**config.mk**
```make
export PLATFORM = sky130hd
export DESIGN_NAME = wb_commit_unit_flat
export DESIGN_NICKNAME = d
export VERILOG_FILES = /design/src/rtl/wb_commit_if.sv /design/src/rtl/wb_commit_unit.sv /design/src/flat_wrapper.sv
export SDC_FILE = /design/constraint.sdc
export NUM_CORES = 1
export LEC_CHECK = 0
export CAP_MARGIN = 20
export CORE_AREA = 2 2 154 156
export CTS_BUF_LIST = sky130_fd_sc_hd__clkbuf_2 sky130_fd_sc_hd__clkbuf_4 sky130_fd_sc_hd__clkbuf_8
export DETAILED_ROUTE_END_ITERATION = 8
export DIE_AREA = 0 0 156 158
export PLACE_DENSITY_LB_ADDON = 0.08
export SYNTH_ARGS = -nofsm -noshare
export SYNTH_HDL_FRONTEND = slang
export SYNTH_SLANG_ARGS = --single-unit
```
**constraint.sdc**
```tcl
create_clock -name clk -period 5 [get_ports clk]
set_input_delay 1 -clock clk [delete_from_list [all_inputs] [get_ports clk]]
set_output_delay 1 -clock clk [all_outputs]
set_load 0.02 [all_outputs]
```
**src/rtl/wb_commit_if.sv**
```systemverilog
`default_nettype none
// ============================================================================
// Module  : wb_commit_if
// Brief   : Memory-stage, register-file/CSR write and fetch-side signals of
//           the write-back commit unit.
// Revision: 1.0
// ============================================================================
interface wb_commit_if #(
    parameter int DATA_WIDTH        = 32,
    parameter int REG_ADDR_WIDTH    = 5,
    parameter int RESULT_SRC_LENGTH = 2,
    parameter int CSR_ADDR_WIDTH    = 12,
    parameter int CNT_WIDTH         = 64
);
    logic                         Mvalid;
    logic                         Wready;
    logic [DATA_WIDTH-1:0]        ALUResult;
    logic [DATA_WIDTH-1:0]        ReadData;
    logic [DATA_WIDTH-1:0]        Pc;
    logic [DATA_WIDTH-1:0]        NextPc;
    logic [DATA_WIDTH-1:0]        CsrRdata;
    logic [RESULT_SRC_LENGTH-1:0] ResultSrc;
    logic                         RegWrite;
    logic [REG_ADDR_WIDTH-1:0]    Rd;
    logic                         CsrWrite;
    logic [CSR_ADDR_WIDTH-1:0]    CsrAddr;
    logic [DATA_WIDTH-1:0]        CsrWdata;
    logic                         Ecall;
    logic                         rf_wen;
    logic [REG_ADDR_WIDTH-1:0]    rf_waddr;
    logic [DATA_WIDTH-1:0]        rf_wdata;
    logic                         csr_wen;
    logic [CSR_ADDR_WIDTH-1:0]    csr_waddr;
    logic [DATA_WIDTH-1:0]        csr_wdata;
    logic                         Wvalid;
    logic                         Iready;
    logic [DATA_WIDTH-1:0]        next_pc;
    logic [CNT_WIDTH-1:0]         inst_count;

    // Environment side: memory stage, fetch stage and write targets
    modport master (
        output Mvalid, ALUResult, ReadData, Pc, NextPc, CsrRdata, ResultSrc,
               RegWrite, Rd, CsrWrite, CsrAddr, CsrWdata, Ecall, Iready,
        input  Wready, rf_wen, rf_waddr, rf_wdata, csr_wen, csr_waddr,
               csr_wdata, Wvalid, next_pc, inst_count
    );

    modport slave (
        input  Mvalid, ALUResult, ReadData, Pc, NextPc, CsrRdata, ResultSrc,
               RegWrite, Rd, CsrWrite, CsrAddr, CsrWdata, Ecall, Iready,
        output Wready, rf_wen, rf_waddr, rf_wdata, csr_wen, csr_waddr,
               csr_wdata, Wvalid, next_pc, inst_count
    );
endinterface
`default_nettype wire

```
**src/rtl/wb_commit_unit.sv**
```systemverilog
`default_nettype none
// ============================================================================
// Module  : wb_commit_unit
// Brief   : Write-back stage: selects the result, performs RF/CSR writes,
//           hands the next PC to fetch and counts retired instructions.
// Revision: 1.0
// ============================================================================
module wb_commit_unit #(
    parameter int DATA_WIDTH        = 32,
    parameter int REG_ADDR_WIDTH    = 5,
    parameter int RESULT_SRC_LENGTH = 2,
    parameter int CSR_ADDR_WIDTH    = 12,
    parameter int CNT_WIDTH         = 64
) (
    input  wire          clk,
    input  wire          rst,
    wb_commit_if.slave   bus
);
    localparam logic [CSR_ADDR_WIDTH-1:0]    c_mepc    = CSR_ADDR_WIDTH'('h341);
    localparam logic [CSR_ADDR_WIDTH-1:0]    c_mcause  = CSR_ADDR_WIDTH'('h342);
    localparam logic [DATA_WIDTH-1:0]        c_ecall_m = DATA_WIDTH'(11);
    localparam logic [RESULT_SRC_LENGTH-1:0] c_src_mem = RESULT_SRC_LENGTH'(1);
    localparam logic [RESULT_SRC_LENGTH-1:0] c_src_pc4 = RESULT_SRC_LENGTH'(2);
    localparam logic [RESULT_SRC_LENGTH-1:0] c_src_csr = RESULT_SRC_LENGTH'(3);

    typedef enum logic [1:0] {
        IDLE   = 2'd0,
        WRITE  = 2'd1,
        TRAP   = 2'd2,
        COMMIT = 2'd3
    } state_t;

    state_t                      r_state;
    state_t                      w_state_next;
    logic                        r_ecall;
    logic [DATA_WIDTH-1:0]       r_next_pc;

    logic                        w_capture;
    logic [DATA_WIDTH-1:0]       w_result;
    logic                        w_rf_wen;
    logic [REG_ADDR_WIDTH-1:0]   w_rf_waddr;
    logic [DATA_WIDTH-1:0]       w_rf_wdata;
    logic                        w_csr_wen;
    logic [CSR_ADDR_WIDTH-1:0]   w_csr_waddr;
    logic [DATA_WIDTH-1:0]       w_csr_wdata;
    logic                        w_wvalid;
    logic [DATA_WIDTH-1:0]       w_next_pc;
    logic [CNT_WIDTH-1:0]        w_inst_count;

    assign bus.Wready = (r_state == IDLE);
    assign w_capture  = (r_state == IDLE) && bus.Mvalid;

    // Write-stage outputs are registered, so they are loaded from the
    // instruction fields on the capture edge itself.
    always_comb begin
        w_result = bus.ALUResult;
        case (bus.ResultSrc)
            c_src_mem: w_result = bus.ReadData;
            c_src_pc4: w_result = bus.Pc + DATA_WIDTH'(4);
            c_src_csr: w_result = bus.CsrRdata;
            default:   w_result = bus.ALUResult;
        endcase
    end

    always_comb begin
        w_state_next = r_state;
        w_rf_wen     = 1'b0;
        w_rf_waddr   = bus.rf_waddr;
        w_rf_wdata   = bus.rf_wdata;
        w_csr_wen    = 1'b0;
        w_csr_waddr  = bus.csr_waddr;
        w_csr_wdata  = bus.csr_wdata;
        w_wvalid     = 1'b0;
        w_next_pc    = bus.next_pc;
        w_inst_count = bus.inst_count;

        case (r_state)
            IDLE: begin
                if (bus.Mvalid) begin
                    w_state_next = WRITE;
                    if (bus.RegWrite && (bus.Rd != '0)) begin
                        w_rf_wen   = 1'b1;
                        w_rf_waddr = bus.Rd;
                        w_rf_wdata = w_result;
                    end
                    if (bus.Ecall) begin
                        w_csr_wen   = 1'b1;
                        w_csr_waddr = c_mepc;
                        w_csr_wdata = bus.Pc;
                    end else if (bus.CsrWrite) begin
                        w_csr_wen   = 1'b1;
                        w_csr_waddr = bus.CsrAddr;
                        w_csr_wdata = bus.CsrWdata;
                    end
                end
            end
            WRITE: begin
                if (r_ecall) begin
                    w_state_next = TRAP;
                    w_csr_wen    = 1'b1;
                    w_csr_waddr  = c_mcause;
                    w_csr_wdata  = c_ecall_m;
                end else begin
                    w_state_next = COMMIT;
                    w_wvalid     = 1'b1;
                    w_next_pc    = r_next_pc;
                end
            end
            TRAP: begin
                w_state_next = COMMIT;
                w_wvalid     = 1'b1;
                w_next_pc    = r_next_pc;
            end
            COMMIT: begin
                if (bus.Iready) begin
                    w_state_next = IDLE;
                    w_inst_count = bus.inst_count + CNT_WIDTH'(1);
                end else begin
                    w_wvalid = 1'b1;
                end
            end
            default: w_state_next = IDLE;
        endcase
    end

    always_ff @(posedge clk) begin
        if (rst) begin
            r_state        <= IDLE;
            r_ecall        <= 1'b0;
            r_next_pc      <= '0;
            bus.rf_wen     <= 1'b0;
            bus.rf_waddr   <= '0;
            bus.rf_wdata   <= '0;
            bus.csr_wen    <= 1'b0;
            bus.csr_waddr  <= '0;
            bus.csr_wdata  <= '0;
            bus.Wvalid     <= 1'b0;
            bus.next_pc    <= '0;
            bus.inst_count <= '0;
        end else begin
            r_state        <= w_state_next;
            bus.rf_wen     <= w_rf_wen;
            bus.rf_waddr   <= w_rf_waddr;
            bus.rf_wdata   <= w_rf_wdata;
            bus.csr_wen    <= w_csr_wen;
            bus.csr_waddr  <= w_csr_waddr;
            bus.csr_wdata  <= w_csr_wdata;
            bus.Wvalid     <= w_wvalid;
            bus.next_pc    <= w_next_pc;
            bus.inst_count <= w_inst_count;
            if (w_capture) begin
                r_ecall   <= bus.Ecall;
                r_next_pc <= bus.NextPc;
            end
        end
    end
endmodule
`default_nettype wire

```
**src/flat_wrapper.sv**
```systemverilog
// flat-port wrapper written by rule: the top's interface ports become plain ports
module wb_commit_unit_flat 
#(
    parameter int DATA_WIDTH        = 32,
    parameter int REG_ADDR_WIDTH    = 5,
    parameter int RESULT_SRC_LENGTH = 2,
    parameter int CSR_ADDR_WIDTH    = 12,
    parameter int CNT_WIDTH         = 64
)
  (clk, rst, bus_Mvalid, bus_ALUResult, bus_ReadData, bus_Pc, bus_NextPc, bus_CsrRdata, bus_ResultSrc, bus_RegWrite, bus_Rd, bus_CsrWrite, bus_CsrAddr, bus_CsrWdata, bus_Ecall, bus_Iready, bus_Wready, bus_rf_wen, bus_rf_waddr, bus_rf_wdata, bus_csr_wen, bus_csr_waddr, bus_csr_wdata, bus_Wvalid, bus_next_pc, bus_inst_count);
  wb_commit_if #(.DATA_WIDTH(DATA_WIDTH), .REG_ADDR_WIDTH(REG_ADDR_WIDTH), .RESULT_SRC_LENGTH(RESULT_SRC_LENGTH), .CSR_ADDR_WIDTH(CSR_ADDR_WIDTH), .CNT_WIDTH(CNT_WIDTH)) bus_i ();
  input  wire clk;
  input  wire rst;
  input wire logic [$bits(bus_i.Mvalid)-1:0] bus_Mvalid;
  input wire logic [$bits(bus_i.ALUResult)-1:0] bus_ALUResult;
  input wire logic [$bits(bus_i.ReadData)-1:0] bus_ReadData;
  input wire logic [$bits(bus_i.Pc)-1:0] bus_Pc;
  input wire logic [$bits(bus_i.NextPc)-1:0] bus_NextPc;
  input wire logic [$bits(bus_i.CsrRdata)-1:0] bus_CsrRdata;
  input wire logic [$bits(bus_i.ResultSrc)-1:0] bus_ResultSrc;
  input wire logic [$bits(bus_i.RegWrite)-1:0] bus_RegWrite;
  input wire logic [$bits(bus_i.Rd)-1:0] bus_Rd;
  input wire logic [$bits(bus_i.CsrWrite)-1:0] bus_CsrWrite;
  input wire logic [$bits(bus_i.CsrAddr)-1:0] bus_CsrAddr;
  input wire logic [$bits(bus_i.CsrWdata)-1:0] bus_CsrWdata;
  input wire logic [$bits(bus_i.Ecall)-1:0] bus_Ecall;
  input wire logic [$bits(bus_i.Iready)-1:0] bus_Iready;
  output wire logic [$bits(bus_i.Wready)-1:0] bus_Wready;
  output wire logic [$bits(bus_i.rf_wen)-1:0] bus_rf_wen;
  output wire logic [$bits(bus_i.rf_waddr)-1:0] bus_rf_waddr;
  output wire logic [$bits(bus_i.rf_wdata)-1:0] bus_rf_wdata;
  output wire logic [$bits(bus_i.csr_wen)-1:0] bus_csr_wen;
  output wire logic [$bits(bus_i.csr_waddr)-1:0] bus_csr_waddr;
  output wire logic [$bits(bus_i.csr_wdata)-1:0] bus_csr_wdata;
  output wire logic [$bits(bus_i.Wvalid)-1:0] bus_Wvalid;
  output wire logic [$bits(bus_i.next_pc)-1:0] bus_next_pc;
  output wire logic [$bits(bus_i.inst_count)-1:0] bus_inst_count;
  assign bus_i.Mvalid = bus_Mvalid;
  assign bus_i.ALUResult = bus_ALUResult;
  assign bus_i.ReadData = bus_ReadData;
  assign bus_i.Pc = bus_Pc;
  assign bus_i.NextPc = bus_NextPc;
  assign bus_i.CsrRdata = bus_CsrRdata;
  assign bus_i.ResultSrc = bus_ResultSrc;
  assign bus_i.RegWrite = bus_RegWrite;
  assign bus_i.Rd = bus_Rd;
  assign bus_i.CsrWrite = bus_CsrWrite;
  assign bus_i.CsrAddr = bus_CsrAddr;
  assign bus_i.CsrWdata = bus_CsrWdata;
  assign bus_i.Ecall = bus_Ecall;
  assign bus_i.Iready = bus_Iready;
  assign bus_Wready = bus_i.Wready;
  assign bus_rf_wen = bus_i.rf_wen;
  assign bus_rf_waddr = bus_i.rf_waddr;
  assign bus_rf_wdata = bus_i.rf_wdata;
  assign bus_csr_wen = bus_i.csr_wen;
  assign bus_csr_waddr = bus_i.csr_waddr;
  assign bus_csr_wdata = bus_i.csr_wdata;
  assign bus_Wvalid = bus_i.Wvalid;
  assign bus_next_pc = bus_i.next_pc;
  assign bus_inst_count = bus_i.inst_count;
  wb_commit_unit #(.DATA_WIDTH(DATA_WIDTH), .REG_ADDR_WIDTH(REG_ADDR_WIDTH), .RESULT_SRC_LENGTH(RESULT_SRC_LENGTH), .CSR_ADDR_WIDTH(CSR_ADDR_WIDTH), .CNT_WIDTH(CNT_WIDTH)) u_core (.clk(clk), .rst(rst), .bus(bus_i));
endmodule
```
## After elaboration in Yosys (flattened, before gate mapping)

Index checks and enable logic that the tools add are counted.

- Add/subtract/negate cells: 2
- Multiply operators: 0
- Divide/modulo/power cells: 0
- Order comparisons: 0
- Equal/unequal tests: 11
- Shifts and indexed selects: 0
- Multiplexer cells: 26
- Bitwise operators: 2
- Reductions and logical operators: 12

Operators by type and width:

| kind | count |
|---|---|
| 32-bit 2-to-1 mux | 5 |
| 32-bit case mux with 2 select lines | 2 |
| 32-bit case mux with 3 select lines | 1 |
| 64-bit by 1-bit adder with 64-bit output (second input constant) | 1 |
| 12-bit 2-to-1 mux | 4 |
| 32-bit by 3-bit adder with 32-bit output (second input constant) | 1 |
| 12-bit case mux with 2 select lines | 1 |
| 2-bit equality test (second input constant) | 4 |
| 1-bit 2-to-1 mux | 8 |
| 2-bit case mux with 4 select lines | 1 |
| 2-bit inequality test (second input constant) | 3 |
| 2-bit AND reduction | 3 |
| 5-bit nonzero test | 1 |
| 2-bit by 1-bit equality test with 1-bit output (second input constant) | 2 |
| 2-bit 2-to-1 mux | 2 |
| 4-bit AND reduction | 1 |
| 2-bit nonzero test | 2 |
| 3-bit inequality test (second input constant) | 1 |
| 1-bit case mux with 3 select lines | 1 |
| 3-bit AND reduction | 1 |
| 3-bit OR reduction | 1 |
| 1-bit logical AND | 2 |
| 2-bit zero test | 1 |
| 2-bit by 1-bit inequality test with 1-bit output (second input constant) | 1 |
| 2 further kinds | 3 |

- Flip-flop bits (word level): 215
- Latch bits: 0
- RAM bits: 0
- Bits in read-only memories: 0
- Bits of input ports: 218
- Output and inout port bits: 181
- Word-level logic and storage cells: 65
- Memories: 0

## Longest topological paths before layout

- Word-level depth: 4
- Depth in mapped cells: 10
- Gate-level depth less buffers: 7

## Worst setup path before layout

OpenSTA, ideal clock, no wires.

- Path kind: input port to flip-flop
- Start point: input bus_Pc[9]
- End point: register u_core.bus.rf_wdata[23]
- Library setup time: 79 ps
- Arrival time: 2648 ps
- Data required time: 4921 ps
- Setup slack: 2272 ps
- Cell stages on the path: 6
- Path buffers: 1
- Path through: nand4_2 > or4_4 > buf_6 > or4_1 > a31o_1 > a211oi_2

- Cells in the longest elaborated chain, start to end: 2

Ends and longest elaborated chain:

| what | line | source |
|---|---|---|
| start: declaration | flat_wrapper.sv:17 | `input wire logic [$bits(bus_i.Pc)-1:0] bus_Pc;` |
| 32-bit by 3-bit adder with 32-bit output | wb_commit_unit.sv:59 | `c_src_pc4: w_result = bus.Pc + DATA_WIDTH'(4);` |
| 32-bit case mux with 3 select lines | wb_commit_unit.sv:57 | `case (bus.ResultSrc)` |
| end signal: assignment | wb_commit_unit.sv:144 | `bus.rf_wdata <= w_rf_wdata;` |
| end: declaration | wb_commit_if.sv:51 | `output Wready, rf_wen, rf_waddr, rf_wdata, csr_wen, csr_waddr,` |

No other way between the ends.
A chain may end at the register's enable or synchronous reset.

## Worst setup path after layout

- Start point: input bus_Iready
- End point: register u_core.bus.inst_count[63] (netlist name)

- Cells in the longest elaborated chain, start to end: 1

Ends and longest elaborated chain:

| what | line | source |
|---|---|---|
| start: declaration | flat_wrapper.sv:27 | `input wire logic [$bits(bus_i.Iready)-1:0] bus_Iready;` |
| 2-bit AND reduction (no line) | -- |  |
| end signal: assignment | wb_commit_unit.sv:150 | `bus.inst_count <= w_inst_count;` |
| end: declaration | wb_commit_if.sv:52 | `csr_wdata, Wvalid, next_pc, inst_count` |

No other way between the ends.

==> flow_metrics.py <==
metrics = {
    "cts": {
        "path_clk_slew_ps": 60,
        "clock_latency_ps": 530,
        "cts_resized": 0,
        "clock_path_buffers": 3,
        "cts_buffers": 38,
        "cts_sinks": 215,
        "cts_setup_buffers": 0,
        "cts_max_level": 2,
        "cts_tree": "built",
        "cts_root_buffer": "clkbuf_8",
        "cts_hold_buf": 0,
    },
    "final_layout": {
        "syn_to_final_growth_pct": 48.0,
        "fin_cells": 1940,
        "final_common_cell": "clkdlybuf4s50_1",
        "drive_gt1_share_pct": 7.46,
        "nets": 1847,
        "layout_common_cells": "clkdlybuf4s50_1, dfxtp_1, nand2_1",
    },
    "grt": {
        "grt_pass1_wl_um": 57800,
        "grt_usage_pct": 29.9,
        "grt_overflow": 0,
        "grt_max_degree": 93,
        "grt_pass1_vias": 10400,
        "antenna_found_initial": 2,
    },
    "pwr": {
        "p_per_area_nw_per_um2": 364,
        "max-vdd-ir-drop_uv": 300,
        "power_leakage_nw": 5.20,
        "p_total_mw": 5.51,
    },
    "place": {
        "dp_slack_ps": 1360,
        "numPortBuffers": 398,
        "gp_congestion": 0.952,
        "hpwl_um": 28100,
        "dp.cells": 1872,
    },
    "synth": {
        "syn_avg_cell_area_um2": 8.11,
        "yosysSeqAreaShare_pct": 42.1,
        "synth_edf_count": 0,
        "syn_area_um2": 10200,
        "async_flop_share_pct": 0,
        "ys_types": 68,
        "synth_fp_nets": 1486,
        "yosysWarningCount": 0,
        "synth_ff_type": "dfxtp_1",
        "synth_cells": 1262,
        "ys_ff_latch": 215,
    },
    "critical_path": {
        "regToRegStartpoint": "u_core.r_state[0]$_SDFFE_PP0P_",
        "ff2ff_path_depth": 6,
        "arrival_ps": 3670,
        "crit_type": "in2reg",
        "r2r_end": "u_core.bus.inst_count[63]$_SDFFE_PP0P_",
        "crit_path_max_fanout": 12,
        "reg2reg_slack_ps": 2050,
        "crit_path_end_kind": "flop",
        "start_kind": "input port",
        "required_ps": 5450,
    },
    "floorplanning": {
        "io_pins": 399,
        "rows": 56,
        "start_util_pct": 44.4,
        "core_area_um2": 23100,
        "die_y_um": 158,
        "die_w_um": 156,
        "die-area_um2": 24600,
    },
    "sta": {
        "worst_pin_slew_ps": 985,
        "finalHoldViolations": 0,
        "relSlewSlack_pct": 34.3,
        "setup_slack_ps": 1780,
        "finalCritPeriodShare_pct": 64.5,
        "fin_skew_ps": 18.0,
        "rsz0062_at_grt": "false",
        "fmax_mhz": 310,
        "fin_setup_tns_ps": 0,
        "min_period_ps": 3220,
        "setup_violations": 0,
        "fin_hold_ws_ps": 446,
        "finalMaxSlewViolations": 0,
    },
    "worst_hold_path": {
        "hp-start": "u_core.r_next_pc[19]$_SDFFE_PP0P_",
        "whs_endpoint": "u_core.bus.next_pc[19]$_SDFFE_PP0P_",
        "hold_path_depth": 2,
        "hp-class": "reg2reg",
    },
    "routing": {
        "drc": 0,
        "finalWirelength_um": 38300,
        "drt_pre_antenna_iters": 5,
        "drt_iter0_markers": 796,
        "wl_per_cell_um": 19.7,
        "via_per_inst": 5.63,
        "via_count": 10900,
        "postRouteAntennaNets": 0,
    },
    "job": {
        "maxCapViolations": 0,
    },
    "outcome": {
        "status": "completed",
    },
}
==> power by group <==
part / switching, mW / internal, mW / total [mW]
logic: 1.07 / 0.728 / 1.80
clock network: 0.715 / 0.943 / 1.66
registers: 0.120 / 1.94 / 2.06
==> cells in the mapped netlist (22+ instances only) <==
master    count  area share, %
dfxtp_1     215             42
nand3_1      42            2.1
clkbuf_1     79            2.9
nor4_1       27            1.7
nand2_1     213            7.8
xnor2_1      41            3.5
a21oi_1     147            7.2
or4_1        23            1.7
mux2i_1      32            3.1
nor2_1      113            4.1
nand4_1      22            1.3
nor3_1       49            2.4
==> cell type report <==
| class | instances | area [µm²] |
|---|---|---|
| Antenna cell | 2 | 5.00 |
| Clock inverter | 4 | 28.8 |
| Tap cell | 290 | 363 |
| Fill cell | 2033 | 7900 |
| Multi-Input combinational cell | 932 | 5490 |
| Clock buffer | 61 | 746 |
| Inverter | 22 | 82.6 |
| Sequential cell | 215 | 4300 |
| Timing Repair Buffer | 414 | 4130 |
==> routing by layer <==
metal  track usage [%]  vias to the layer above  wire (µm)
li1                  -                     5216          -
met5                 0                        -          0
met4              13.6                        0       1630
met3              8.10                       99       3530
met1              36.6                     5103      15300
met2              49.3                      507      17800
==> logic make-up after synthesis <==
| kind of cell | synth area share [%] |
|---|---|
| compound gates | 15.4 |
| xor+xnor | 4.45 |
| fa+ha+maj | 0.733 |
| buf+inv | 4.33 |
| flops | 42.1 |
| mux | 7.09 |
| simple gates | 25.9 |
==> stage by stage <==
stage | utilization, % | cell area, µm²
2_1_floorplan | - | 10200
3_3_place_gp | 62.2 | 14300
3_5_place_dp | 62.2 | 14300
4_1_cts | 65.6 | 15100
5_1_grt | 65.7 | 15200
6_report | 65.7 | 15200
==> flip-flops by register name, summed over array words and instances, names as in the netlist <==
name / cells
u_core.bus.Wvalid: 1
u_core.bus.csr_waddr: 12
u_core.bus.csr_wdata: 32
u_core.bus.csr_wen: 1
u_core.bus.inst_count: 64
u_core.bus.next_pc: 32
u_core.bus.rf_waddr: 5
u_core.bus.rf_wdata: 32
u_core.bus.rf_wen: 1
u_core.r_ecall: 1
u_core.r_next_pc: 32
u_core.r_state: 2
==> worst max-delay path by stage <==
stage / slack (ps) / cells past startpoint / start / end
floorplan: 2270 / 6 / bus_Pc[9] / u_core.bus.rf_wdata[23]$_SDFFE_PP0P_
global placement: 1430 / 6 / bus_Iready / u_core.bus.inst_count[63]$_SDFFE_PP0P_
detailed placement: 1360 / 7 / bus_Pc[2] / u_core.bus.rf_wdata[24]$_SDFFE_PP0P_
CTS: 1860 / 7 / bus_Pc[2] / u_core.bus.rf_wdata[24]$_SDFFE_PP0P_
global route: 1560 / 7 / bus_Pc[2] / u_core.bus.rf_wdata[30]$_SDFFE_PP0P_
finish: 1780 / 6 / bus_Iready / u_core.bus.inst_count[63]$_SDFFE_PP0P_
==> critical path, cell delays in order <==
cell             delay, ps
clkdlybuf4s50_1        510
nand2_1                110
nor4_1                 810
nand4_1                490
or4_1                  600
a21oi_1                140
Power figures use the tool's default switching activity.
